`config.mk`:
```
export PLATFORM = sky130hd
export DESIGN_NAME = ps2_kb_rx
export DESIGN_NICKNAME = d
export VERILOG_FILES = /design/src/rtl/ps2_kb_rx.sv
export SDC_FILE = /design/constraint.sdc
export NUM_CORES = 1
export LEC_CHECK = 0
export CAP_MARGIN = 25
export CORE_MARGIN = 5
export CORE_UTILIZATION = 50
export DETAILED_ROUTE_END_ITERATION = 8
export PLACE_DENSITY_LB_ADDON = 0.05
export SYNTH_ARGS = -nofsm -noshare
export SYNTH_HDL_FRONTEND = slang
export SYNTH_SLANG_ARGS = --single-unit
```
`constraint.sdc`:
```
create_clock -name clk_i -period 5.6 [get_ports clk_i]
set_input_delay 1.12 -clock clk_i [delete_from_list [all_inputs] [get_ports clk_i]]
set_output_delay 1.12 -clock clk_i [all_outputs]
set_load 0.01 [all_outputs]
```
`src/rtl/ps2_kb_rx.sv`:
```
// PS/2 keyboard receiver: synchronises and de-glitches the PS/2 lines, checks framing and parity,
// and buffers good scan-code bytes in a first-word fall-through FIFO with sticky error flags.
module ps2_kb_rx #(
    parameter  int CLK_FREQ   = 50000000,
    parameter  int FILTER_LEN = 8,
    parameter  int TIMEOUT_US = 200,
    parameter  int FIFO_DEPTH = 16,
    localparam int AW         = $clog2(FIFO_DEPTH)
) (
    input  logic          clk_i,
    input  logic          rst_n_i,
    input  logic          kb_clk_i,
    input  logic          kb_dat_i,
    input  logic          rd_i,
    input  logic          clr_err_i,
    output logic [7:0]    data_o,
    output logic          valid_o,
    output logic [AW:0]   count_o,
    output logic          irq_o,
    output logic          ovf_o,
    output logic          perr_o,
    output logic          ferr_o
);

    localparam int TIMEOUT_CYC = CLK_FREQ / 1000000 * TIMEOUT_US;
    localparam int TW          = $clog2(TIMEOUT_CYC + 1);
    localparam int FW          = $clog2(FILTER_LEN + 1);

    typedef enum logic [1:0] {
        IDLE  = 2'd0,
        RECV  = 2'd1,
        CHECK = 2'd2
    } stateType;

    stateType       stateReg, stateNext;
    logic           kbClkMeta, kbClkSync, kbDatMeta, kbDatSync;
    logic           filtClkReg, filtPrevReg;
    logic [FW-1:0]  filtCntReg;
    logic           fe;
    logic [3:0]     bitCntReg;
    logic [9:0]     frameReg;
    logic [TW-1:0]  toCntReg;
    logic           timeoutHit;
    logic           pushEn, setFerr, setPerr, setOvf;
    logic [7:0]     fifoMem [FIFO_DEPTH];
    logic [AW-1:0]  wrPtrReg, rdPtrReg;
    logic [AW:0]    countReg;
    logic           fifoFull, popEn, wrEn;
    logic [2:0]     flagSet, flagReg;

    // Two-flop synchronisers; idle level of both lines is high
    always_ff @(posedge clk_i) begin
        if (!rst_n_i) begin
            kbClkMeta <= 1'b1;
            kbClkSync <= 1'b1;
            kbDatMeta <= 1'b1;
            kbDatSync <= 1'b1;
        end else begin
            kbClkMeta <= kb_clk_i;
            kbClkSync <= kbClkMeta;
            kbDatMeta <= kb_dat_i;
            kbDatSync <= kbDatMeta;
        end
    end

    // Filtered clock flips only after FILTER_LEN consecutive samples of the opposite level
    always_ff @(posedge clk_i) begin
        if (!rst_n_i) begin
            filtClkReg  <= 1'b1;
            filtPrevReg <= 1'b1;
            filtCntReg  <= '0;
        end else begin
            filtPrevReg <= filtClkReg;
            if (kbClkSync == filtClkReg) begin
                filtCntReg <= '0;
            end else if (filtCntReg == FW'(FILTER_LEN - 1)) begin
                filtClkReg <= kbClkSync;
                filtCntReg <= '0;
            end else begin
                filtCntReg <= filtCntReg + 1'b1;
            end
        end
    end

    assign fe         = filtPrevReg & ~filtClkReg;
    assign timeoutHit = (toCntReg == TW'(TIMEOUT_CYC - 1));

    always_ff @(posedge clk_i) begin
        if (!rst_n_i) begin
            stateReg <= IDLE;
        end else begin
            stateReg <= stateNext;
        end
    end

    always_comb begin
        stateNext = stateReg;
        case (stateReg)
            IDLE: begin
                if (fe && !kbDatSync) begin
                    stateNext = RECV;
                end
            end
            RECV: begin
                if (fe && bitCntReg == 4'd10) begin
                    stateNext = CHECK;
                end else if (!fe && timeoutHit) begin
                    stateNext = IDLE;
                end
            end
            CHECK:   stateNext = IDLE;
            default: stateNext = IDLE;
        endcase
    end

    // frameReg[9] is the stop bit, frameReg[8] parity, frameReg[7:0] the byte
    always_comb begin
        pushEn  = 1'b0;
        setFerr = 1'b0;
        setPerr = 1'b0;
        case (stateReg)
            IDLE: setFerr = fe && kbDatSync;
            RECV: setFerr = !fe && timeoutHit;
            CHECK: begin
                if (!frameReg[9]) begin
                    setFerr = 1'b1;
                end else if (!(^frameReg[8:0])) begin
                    setPerr = 1'b1;
                end else begin
                    pushEn = 1'b1;
                end
            end
            default: ;
        endcase
    end

    always_ff @(posedge clk_i) begin
        if (!rst_n_i) begin
            bitCntReg <= '0;
            frameReg  <= '0;
            toCntReg  <= '0;
        end else begin
            if (fe || stateReg != RECV) begin
                toCntReg <= '0;
            end else begin
                toCntReg <= toCntReg + 1'b1;
            end
            case (stateReg)
                IDLE: begin
                    if (fe && !kbDatSync) begin
                        bitCntReg <= 4'd1;
                    end
                end
                RECV: begin
                    if (fe) begin
                        frameReg  <= {kbDatSync, frameReg[9:1]};
                        bitCntReg <= bitCntReg + 1'b1;
                    end
                end
                default: bitCntReg <= '0;
            endcase
        end
    end

    // A push into a full FIFO still succeeds when a pop frees the head slot in the same cycle
    assign fifoFull = (countReg == (AW + 1)'(FIFO_DEPTH));
    assign popEn    = rd_i && (countReg != '0);
    assign wrEn     = pushEn && (!fifoFull || popEn);
    assign setOvf   = pushEn && fifoFull && !popEn;

    always_ff @(posedge clk_i) begin
        if (wrEn) begin
            fifoMem[wrPtrReg] <= frameReg[7:0];
        end
    end

    always_ff @(posedge clk_i) begin
        if (!rst_n_i) begin
            wrPtrReg <= '0;
            rdPtrReg <= '0;
            countReg <= '0;
        end else begin
            if (wrEn) begin
                wrPtrReg <= wrPtrReg + 1'b1;
            end
            if (popEn) begin
                rdPtrReg <= rdPtrReg + 1'b1;
            end
            case ({wrEn, popEn})
                2'b10:   countReg <= countReg + 1'b1;
                2'b01:   countReg <= countReg - 1'b1;
                default: countReg <= countReg;
            endcase
        end
    end

    // Sticky flags: a set event outranks a simultaneous clear
    assign flagSet = {setFerr, setPerr, setOvf};

    generate
        for (genvar gi = 0; gi < 3; gi++) begin : gStickyFlag
            always_ff @(posedge clk_i) begin
                if (!rst_n_i) begin
                    flagReg[gi] <= 1'b0;
                end else if (flagSet[gi]) begin
                    flagReg[gi] <= 1'b1;
                end else if (clr_err_i) begin
                    flagReg[gi] <= 1'b0;
                end
            end
        end
    endgenerate

    assign valid_o = (countReg != '0);
    assign data_o  = valid_o ? fifoMem[rdPtrReg] : 8'h00;
    assign count_o = countReg;
    assign irq_o   = valid_o;
    assign ovf_o   = flagReg[0];
    assign perr_o  = flagReg[1];
    assign ferr_o  = flagReg[2];

endmodule

```
## Word-level counts from Yosys, hierarchy flattened

Memories as Yosys holds them, arrays and structs flattened. A register that Yosys moved wholly into a read port is not among the register bits.
Cells that the tools add are included.

- Mux-type cells: 25
- Bitwise operators: 4
- Reductions and logical operators: 27
- Add/subtract/negate cells: 7
- Eq/ne operators: 13

Operators by type and width:

| cell | count |
|---|---|
| adder 4 x 1 -> 4 bit, second input constant | 4 |
| 2-to-1 mux 4 bit | 4 |
| adder 14 x 1 -> 14 bit, second input constant | 1 |
| equality test 14 bit, second input constant | 1 |
| 2-to-1 mux 1 bit | 13 |
| case mux 5 bit (2 select lines) | 1 |
| XOR reduction 9 bit | 1 |
| logical AND 1 bit | 8 |
| 2-to-1 mux 8 bit | 1 |
| case mux 4 bit (2 select lines) | 1 |
| AND reduction 2 bit | 4 |
| nonzero test 2 bit | 4 |
| 2-to-1 mux 2 bit | 3 |
| adder 5 x 1 -> 5 bit, second input constant | 1 |
| equality test 5 bit, second input constant | 1 |
| nonzero test 5 bit | 1 |
| subtractor 5 x 1 -> 5 bit, second input constant | 1 |
| equality test 2 x 1 -> 1 bit, second input constant | 2 |
| equality test 2 bit, second input constant | 2 |
| equality test 4 x 3 -> 1 bit, second input constant | 1 |
| equality test 4 bit, second input constant | 1 |
| zero test 1 bit | 4 |
| != test 2 bit, second input constant | 2 |
| case mux 2 bit (2 select lines) | 1 |
| 10 further kinds | 13 |

- Input port bits: 6
- Memory bits (writable): 128
- Memories kept: 1
- Flip-flop bits (word level): 56
- Output and inout port bits: 18
- Logic and storage cells: 94

Memories:

| memory | depth | width | read ports | clocked after Yosys merged registers in | wr ports | line | RTL |
|---|---|---|---|---|---|---|---|
| fifoMem | 16 | 8 | 1 | 1 | 1 | 45 | `logic [7:0] fifoMem [FIFO_DEPTH];` |

## Longest topological paths before layout

Gate-level depths: netlist of run 1.

- Word-level depth: 7
- Depth in mapped cells: 10
- Gate-level depth less buffers: 9

## Worst setup path before layout of run 1

Ideal clock, no wire load.

- Path kind: reg2out
- From: reg (tool-made name)
- To: out data_o[0]
- Required time: 4.480 ns
- Arrival: 1.973 ns
- Setup slack: 2.507 ns
- Stages on the path, launching flop included: 6
- Path buffers: 2
- Cells stage by stage: dfxtp_1 clkbuf_1 buf_2 mux4_2 mux4_2 and2_1

RTL lines:

| what | line | RTL |
|---|---|---|
| end, declared | 16 | `output logic [7:0] data_o,` |

==> results.cfg, run 1 <==
[status]
status = finished, final reports clean

[synthesis]
synth.area.top_cells = edfxtp_1 (51%), dfxtp_1 (16%), mux4_2 (12%)
async_flop_share = 0
netlist_instances = 498
synth_top_cells_by_count = edfxtp_1 (128), dfxtp_1 (60), nand2_1 (41), mux4_2 (40), nor2_1 (38)
synthDistinctLibCells = 42
syn_nets = 514
seq_area_frac_synth = 0.6666
ys.warnings.count = 0
synth_area_um2 = 7569
synth-edff-count = 128
synth_seq_cells = 188
synth_top_area_cell = edfxtp_1
yosys.area.top_type_share = 0.5079
synth.avg_cell_area_um2 = 15.20
yosysMostFrequentCell = edfxtp_1
ys.flop_type = edfxtp_1

[grt]
grt_pass1_vias = 4203
track_usage = 0.1773
grt-ovfl-total = 0
antenna_found_initial = 0
grt_pass1_wl_mm = 23.22
grt_max_degree = 42

[routing]
vias = 4125
drc = 0
viasPerCell = 5.628
ant_nets = 0
routed_wl_mm = 14.92
drtIter0Drc = 295
routedWlPerCell_um = 20.35
drt_first_pass_iters = 4

[layout]
areaGrowthSynthToFinish_pct = 15.03
final_nets = 548
drive_gt1_frac = 0.1706
n_antenna_cell = 0
stdcell_count = 733

[timing]
finalSetupTns_ns = 0
fmax_mhz = 233.5
fin_worst_skew_ns = 0.01074
fin_crit_ns = 4.283
period_share = 0.7648
hold_violations = 0
setup_violations = 0
slew-limit-headroom = 0.2752
tightestPinTransition_ns = 1.081
maxSlewViolCount = 0
rsz0062_at_grt = no

[pwr]
cellLeakagePower_nw = 2.895
switching_share = 0.2430
p_switching_mw = 0.8302
p_int_mw = 2.586
seqPwrFrac = 0.459
pwr-share-comb = 0.172
cellPowerDensity_nw_per_um2 = 392.4
max-vdd-ir-drop_v = 0.0002543
power_frac_clock = 0.369

[clocking]
htree_levels = 4
clockBufferDepth = 2
clkLatencyLatePin_ns = 0.43
cts.sink_count = 188
cts_tree = done
cts_buffers = 17
ctsHoldBuffers = 0
post_cts_buffers = 0
cts-root-buf = clkbuf_16
cts_resized = 0
cts.clk_slew.worst_paths_ns = 0.07

[critical_path]
start_kind = flop
reg2regPathDepth = 6
end_kind = primary output
critical_path_required_ns = 4.48
criticalPathCategory = reg -> out
cp_data_arrival_time_ns = 3.16
worstPathMaxFanout = 17

[place]
post-dp-hpwl_mm = 9.497
gp_congestion = 0.7923
port_buffers = 23
dp.cells = 699

[floorplanning]
die-area_um2 = 17700
fp.dieH_um = 133.0
placeableCoreArea_um2 = 15030
io_pins = 24
die_x_um = 133.0
start_util = 0.5035
core.rowCount = 45

[worst_hold_path]
whs_path_depth = 1
hold_class = reg -> reg

[run]
cap_violations = 0
[state kept, by name, summed over array words and instances (netlist names), named ones only]
name         flops
ferr_o           1
fifoMem        128
filtPrevReg      1
perr_o           1
toCntReg        14
frameReg        10
rdPtrReg         4
kbClkMeta        1
wrPtrReg         4
ovf_o            1
bitCntReg        4
kbClkSync        1
filtCntReg       4
filtClkReg       1
stateReg         2
kbDatSync        1
kbDatMeta        1
count_o          5
[layout by cell type (no fill, tap or decap), drive strengths merged, types with 2 or more instances in the layout]
cell type / n
bufinv: 4
and2: 19
mux2i: 5
o21ai: 9
nor2: 38
mux4: 40
nor4: 3
and3: 3
xor2: 14
nand3b: 4
nand3: 11
nand2b: 16
nand4: 6
clkinvlp: 4
edfxtp: 128
or3: 5
buf: 13
a21boi: 12
inv: 9
or2: 2
clkdlybuf4s50: 23
nor2b: 5
mux2: 2
dfxtp: 60
clkbuf: 18
a21oi: 7
nand2: 41
xnor2: 11
clkinv: 4
nor3: 6
ha: 10
[worst max-delay path: stages (launching register included)]
cell and delay (ns):
dfxtp_2 0.73, buf_4 0.35, mux4_2 0.52, mux4_2 0.47, and2_1 0.17, clkdlybuf4s50_1 0.47
[through the flow]
| stage | worst slack (ns) | util | hold slack [ns] | total power, mW | cell area [um2] |
|---|---|---|---|---|---|
| 2_1_floorplan | 2.507 | - | 0.3863 | 1.963 | 7569 |
| 3_3_place_gp | 1.712 | 0.5336 | 0.3977 | 2.190 | 8021 |
| 3_5_place_dp | 1.693 | 0.5366 | 0.3909 | 2.198 | 8066 |
| 4_1_cts | 1.220 | 0.5779 | 0.4068 | 3.453 | 8687 |
| 5_1_grt | 1.107 | 0.5791 | 0.4537 | 3.550 | 8706 |
| 6_report | 1.317 | 0.5791 | 0.4062 | 3.416 | 8706 |
[path summary, 6_finish.rpt]
kind	slack (ns)	start	endpoint
worst max-delay path	1.32	flop	data_o[0]
worst min register to register	0.41	kbDatMeta	kbDatSync
worst min-delay path	0.41	kbDatMeta	kbDatSync
worst max register to register	2.21	frameReg[4]	fifoMem[0][2]
[power by group through the flow]
stage	logic, mW	clock network [mW]	registers, mW
3_3_place_gp	0.594	0	1.60
3_5_place_dp	0.599	0	1.60
5_1_grt	0.637	1.34	1.58
6_report	0.589	1.26	1.57
2_1_floorplan	0.408	0	1.55
4_1_cts	0.601	1.28	1.57
[cell type report]
cell class	instances	area (um2)
fill	1170	6327
sequential	188	5047
multi-input combinational	282	2430
clock buffer	18	429.2
timing repair buffer	36	346.6
tap	188	235.2
clock inverter	14	191.4
inverter	7	26.28
[kinds of logic (layout without fill, tap and decap cells)]
family          after synthesis  count (layout)  share of synthesized area
compound gates               35              35                    0.02976
xor+xnor                     27              27                    0.03505
fa+ha+maj                    10              10                    0.01653
buf+inv                      28              75                    0.01505
flops                       188             188                     0.6666
mux                          47              47                     0.1296
simple gates                163             163                     0.1075
[per-layer routing]
| layer | part of all wire | vias to the layer above | wire [um] | GRT usage |
|---|---|---|---|---|
| li1 | - | 1918 | - | - |
| met1 | 0.45 | 2095 | 6712 | 0.2457 |
| met2 | 0.48 | 93 | 7091 | 0.2771 |
| met3 | 0.057 | 19 | 855 | 0.04106 |
| met4 | 0.017 | 0 | 261 | 0.06236 |
| met5 | 0 | - | 0 | 0 |
Note: power is estimated with default switching activity, not from simulation.
==> run 2: changes to the inputs <==
Clock period 5.6 ns to 3.45 ns, I/O delays scaled along.
==> run 2 against run 1 <==
Critical path depth is the same. First-iteration DRC count grew 7.8%. Design area grew 1.6%. Cell count grew 2.6%. Global-route usage shrank 0.41 points. Via count grew 0.46%. Worst setup slack lost 1.2 ns. Sequential cell count is the same. Combinational power grew 78%. Worst hold slack gained 0.0046 ns. Sequential share of layout area shrank 0.89 points. Critical endpoint is now data_o[1]. Largest power group unchanged.
==> results.cfg, run 2 (synthesized netlist as in run 1, its figures left out) <==
[status]
status = finished, final reports clean

[pwr]
switching_share = 0.2445
power_frac_clock = 0.353
cellLeakagePower_nw = 3.006
power.total_mw = 5.459
cellPowerDensity_nw_per_um2 = 617.2
p_int_mw = 4.124
pwr-share-comb = 0.192
seqPwrFrac = 0.455
max-vdd-ir-drop_v = 0.0004413
p_switching_mw = 1.334

[place]
dp.cells = 718
pre_cts_slack_ns = 0.4197
post-dp-hpwl_mm = 8.952
port_buffers = 23
place_area_um2 = 8198
gp_congestion = 0.8176

[layout]
drive_gt1_frac = 0.1933
areaGrowthSynthToFinish_pct = 16.85
final_nets = 567
final_cell_mix = edfxtp_1 (128), dfxtp_1 (59), nand2_1 (41)
regMostFlops = fifoMem
largest_reg_flops = 128
layout_commonest_cell = edfxtp_1
top_regs = fifoMem: 128 flops, toCntReg: 14 flops, frameReg: 10 flops
fillerInstances = 1158
design_area_um2 = 8843
stdcell_count = 752
n_antenna_cell = 0

[timing]
tightestPinTransition_ns = 0.6776
fmax_mhz = 298.6
rsz0062_at_grt = no
finalSetupTns_ns = 0
fin_worst_skew_ns = 0.01028
slew-limit-headroom = 0.5466
fin_crit_ns = 3.348
period_share = 0.9706
hold_violations = 0
fin_ws_ns = 0.1015
setup_violations = 0
maxSlewViolCount = 0

[routing]
viasPerCell = 5.511
drtIter0Drc = 318
drc = 0
routedWlPerCell_um = 19.64
ant_nets = 0
routed_wl_mm = 14.77
vias = 4144
drt_first_pass_iters = 4

[critical_path]
cp_data_arrival_time_ns = 2.66
critical_path_required_ns = 2.76
worstPathMaxFanout = 16
criticalPathCategory = reg -> out
start_kind = flop
end_kind = primary output
cpPeakStageDelay_ns = 0.51
worst_path_most_repeated_cell = mux4_2
cp_cell_sequence = clkbuf_16 -> mux4_2 -> mux4_2 -> and2_1 -> clkdlybuf4s50_1
cpMaxStageDelayCell = mux4_2

[run]
cap_violations = 0

[floorplanning]
start_util = 0.5035
die-area_um2 = 17700
die_x_um = 133.0
fp.dieH_um = 133.0
placeableCoreArea_um2 = 15030
core.rowCount = 45
io_pins = 24

[clocking]
cts_tree = done
clockBufferDepth = 2
htree_levels = 4
cts.clk_slew.worst_paths_ns = 0.06
cts_buffers = 17
cts-root-buf = clkbuf_16
ctsHoldBuffers = 0
clkLatencyLatePin_ns = 0.42
cts.sink_count = 188

[grt]
grt_pass1_wl_mm = 22.84
antenna_found_initial = 0
grt_pass1_vias = 4100
grt-ovfl-total = 0
track_usage = 0.1733
grt_max_degree = 42

[worst_hold_path]
hold_class = reg -> reg
## run 2: final cells by class
cell class / instances / area (um2) / area share
clock buffer: 26 / 553.0 / 0.06254
inverter: 7 / 26.28 / 0.002971
timing repair buffer: 55 / 526.8 / 0.05956
sequential: 188 / 5049 / 0.5709
clock inverter: 6 / 43.79 / 0.004952
tap: 188 / 235.2 / 0.02660
multi-input combinational: 282 / 2410 / 0.2725
## run 2: path summary, 6_finish.rpt
kind,startpoint,to,slack (ns),depth (start not counted)
setup reg to reg,frameReg[7],count_o[2],0.79,10
hold / removal,kbClkMeta,kbClkSync,0.41,1
setup / recovery,flop,data_o[1],0.10,5
hold reg to reg,kbClkMeta,kbClkSync,0.41,1
## run 2: worst max-delay path, delay by kind of cell, from the launching register on
family,cells,cell delay (ns)
muxes,2,0.96
buffers and inverters,2,0.70
DFF,1,0.40
and+or+nand+nor,1,0.17
## run 2: per-layer routing
metal | track usage | routed length, um
met1 | 0.2553 | 6998
met2 | 0.2602 | 6792
met3 | 0.02966 | 796
met4 | 0.06524 | 179
met5 | 0 | 0
## run 2: power groups by stage
stage,combinational [mW],sequential (mW),clock (mW)
3_3_place_gp,1.05,2.52,0
2_1_floorplan,0.662,2.52,0
4_1_cts,1.04,2.47,1.96
6_report,1.05,2.48,1.93
5_1_grt,1.16,2.49,2.05
3_5_place_dp,1.05,2.52,0
## run 2: through the flow
step	util	hold WS (ns)
2_1_floorplan	-	0.3863
3_3_place_gp	0.5453	0.3943
3_5_place_dp	0.5453	0.3957
4_1_cts	0.5848	0.4158
5_1_grt	0.5883	0.4502
6_report	0.5883	0.4109
## run 2: repair_timing
| item | in CTS | in global routing |
|---|---|---|
| setup endpoints to repair | 3 | 5 |
| cloned | 0 | 2 |
| resized for setup | 3 | 1 |
| buffers inserted | 0 | 0 |
==> run 3: changes to the inputs <==
Settings changed: RECOVER_POWER from default to 50, SETUP_SLACK_MARGIN from default to 0.2.
==> run 3 against run 2 <==
The flow now finishes with violations (capacitance limit). Design area rose by 0.58%. Utilization grew 0.34 points. Largest power group unchanged. Via count grew 1.8%. Critical endpoint is now data_o[0]. Sequential power is essentially flat. Highest routed layer unchanged. Worst hold slack hardly changed.
==> results.cfg, run 3 (synthesized netlist as in run 1, its figures left out) <==
[layout]
multi_input_area_um2 = 2410
drive_gt1_frac = 0.1888
final_cell_mix = edfxtp_1 (128), dfxtp_1 (59), nand2_1 (41)
largest_reg_flops = 128
regMostFlops = fifoMem
register_area_um2 = 5049
layout_commonest_cell = edfxtp_1
fin_util = 0.5917
n_antenna_cell = 0
areaGrowthSynthToFinish_pct = 17.52
top_regs = fifoMem: 128 flops, toCntReg: 14 flops, frameReg: 10 flops
final_nets = 575
fillerInstances = 1161

[floorplanning]
start_util = 0.5035
io_pins = 24
core.rowCount = 45
die-area_um2 = 17700
die_x_um = 133.0
fp.dieH_um = 133.0
placeableCoreArea_um2 = 15030

[pwr]
cellPowerDensity_nw_per_um2 = 618.6
max-vdd-ir-drop_v = 0.0004411
power_frac_clock = 0.350
switching_share = 0.2447
p_switching_mw = 1.346
cellLeakagePower_nw = 3.050
pwr-share-comb = 0.198
seqPwrFrac = 0.452
p_int_mw = 4.156

[timing]
fin_crit_ns = 3.298
slew-limit-headroom = 0.002172
setup_violations = 0
maxSlewViolCount = 0
period_share = 0.9558
finalSetupTns_ns = 0
hold_violations = 0
rsz0062_at_grt = yes
fmax_mhz = 303.3
fin_worst_skew_ns = 0.01169
tightestPinTransition_ns = 1.497

[routing]
vias = 4217
routed_wl_mm = 14.95
ant_nets = 0
drt_first_pass_iters = 5
routedWlPerCell_um = 19.66
drc = 0
viasPerCell = 5.549
drtIter0Drc = 283

[critical_path]
critical_path_required_ns = 2.76
cp_data_arrival_time_ns = 2.61
cp_cell_sequence = buf_16 -> mux4_2 -> mux4_2 -> and2_1 -> clkdlybuf4s50_1
cpMaxStageDelayCell = mux4_2
reg2reg_slack_ns = 0.34
criticalPathCategory = reg -> out
cp_num_buf_inv = 2
critPathTopFamily = multiplexers
r2r_start = frameReg[7]
end_kind = primary output
worst_path_most_repeated_cell = mux4_2
reg2regPathDepth = 10
cpPeakStageDelay_ns = 0.50
worstPathMaxFanout = 7
timing.rr.end = count_o[2]
start_kind = flop

[worst_hold_path]
hold_path_end = kbClkSync
whs_path_depth = 1
min_from = kbClkMeta
hold_class = reg -> reg

[clocking]
ctsHoldBuffers = 0
cts_buffers = 17
cts-root-buf = clkbuf_16
cts.clk_slew.worst_paths_ns = 0.06
clockBufferDepth = 2
cts.sink_count = 188
cts_tree = done
htree_levels = 4
clkLatencyLatePin_ns = 0.42

[grt]
grt_pass1_wl_mm = 23.13
grt_pass1_vias = 4124
antenna_found_initial = 0
grt-ovfl-total = 0
track_usage = 0.1762
grt_max_degree = 42

[status]
failed_checks = capacitance limit
status = complete, but fails checks

[place]
port_buffers = 23
post-dp-hpwl_mm = 8.952
gp_congestion = 0.8176

[run]
cap_violations = 1
run 3: per-layer routing:
layer | GRT usage | share of wire | wire (um) | vias up
met2 | 0.2675 | 0.47 | 7062 | 108
met5 | 0 | 0 | 0 | -
met1 | 0.2576 | 0.47 | 6953 | 2124
li1 | - | - | - | 1969
met3 | 0.02966 | 0.050 | 740 | 16
met4 | 0.06524 | 0.013 | 188 | 0
run 3: repair_timing:
action,in CTS,in global routing
endpoints found under the setup margin,8,7
cloned,2,1
setup buffers,2,5
resized for setup,7,3
run 3: per-stage QoR:
step / worst slack [ns] / cell area (um2) / hold slack [ns] / cells / power (mW)
2_1_floorplan: 0.6749 / 7569 / 0.3863 / 498 / 3.186
3_3_place_gp: 0.4235 / 8198 / 0.3943 / 718 / 3.573
3_5_place_dp: 0.4197 / 8198 / 0.3957 / 718 / 3.577
4_1_cts: 0.08571 / 8866 / 0.4158 / 754 / 5.524
5_1_grt: 0.06127 / 8895 / 0.4502 / 760 / 5.738
6_report: 0.1525 / 8895 / 0.4109 / 760 / 5.502
run 3: cell type report:
type | count | area share
Tap cell | 188 | 0.02645
Clock inverter | 6 | 0.004923
Sequential cell | 188 | 0.5676
Inverter | 7 | 0.002954
Multi-Input combinational cell | 282 | 0.2709
Timing Repair Buffer | 63 | 0.06499
Clock buffer | 26 | 0.06217
run 3: power groups by stage:
stage	registers (mW)	clock network (mW)	logic [mW]
after floorplan	2.52	0	0.662
after global placement	2.52	0	1.05
after detailed placement	2.52	0	1.05
after CTS	2.48	1.96	1.08
after global routing	2.49	2.05	1.20
final	2.49	1.93	1.09
run 3: worst max-delay path by stage:
stage,end,slack (ns),cells after the start
global route,data_o[0],0.06,5
detailed placement,data_o[2],0.42,5
global placement,data_o[2],0.42,5
floorplan,fifoMem[2][0],0.67,7
CTS,data_o[1],0.09,5
finish,data_o[0],0.15,5
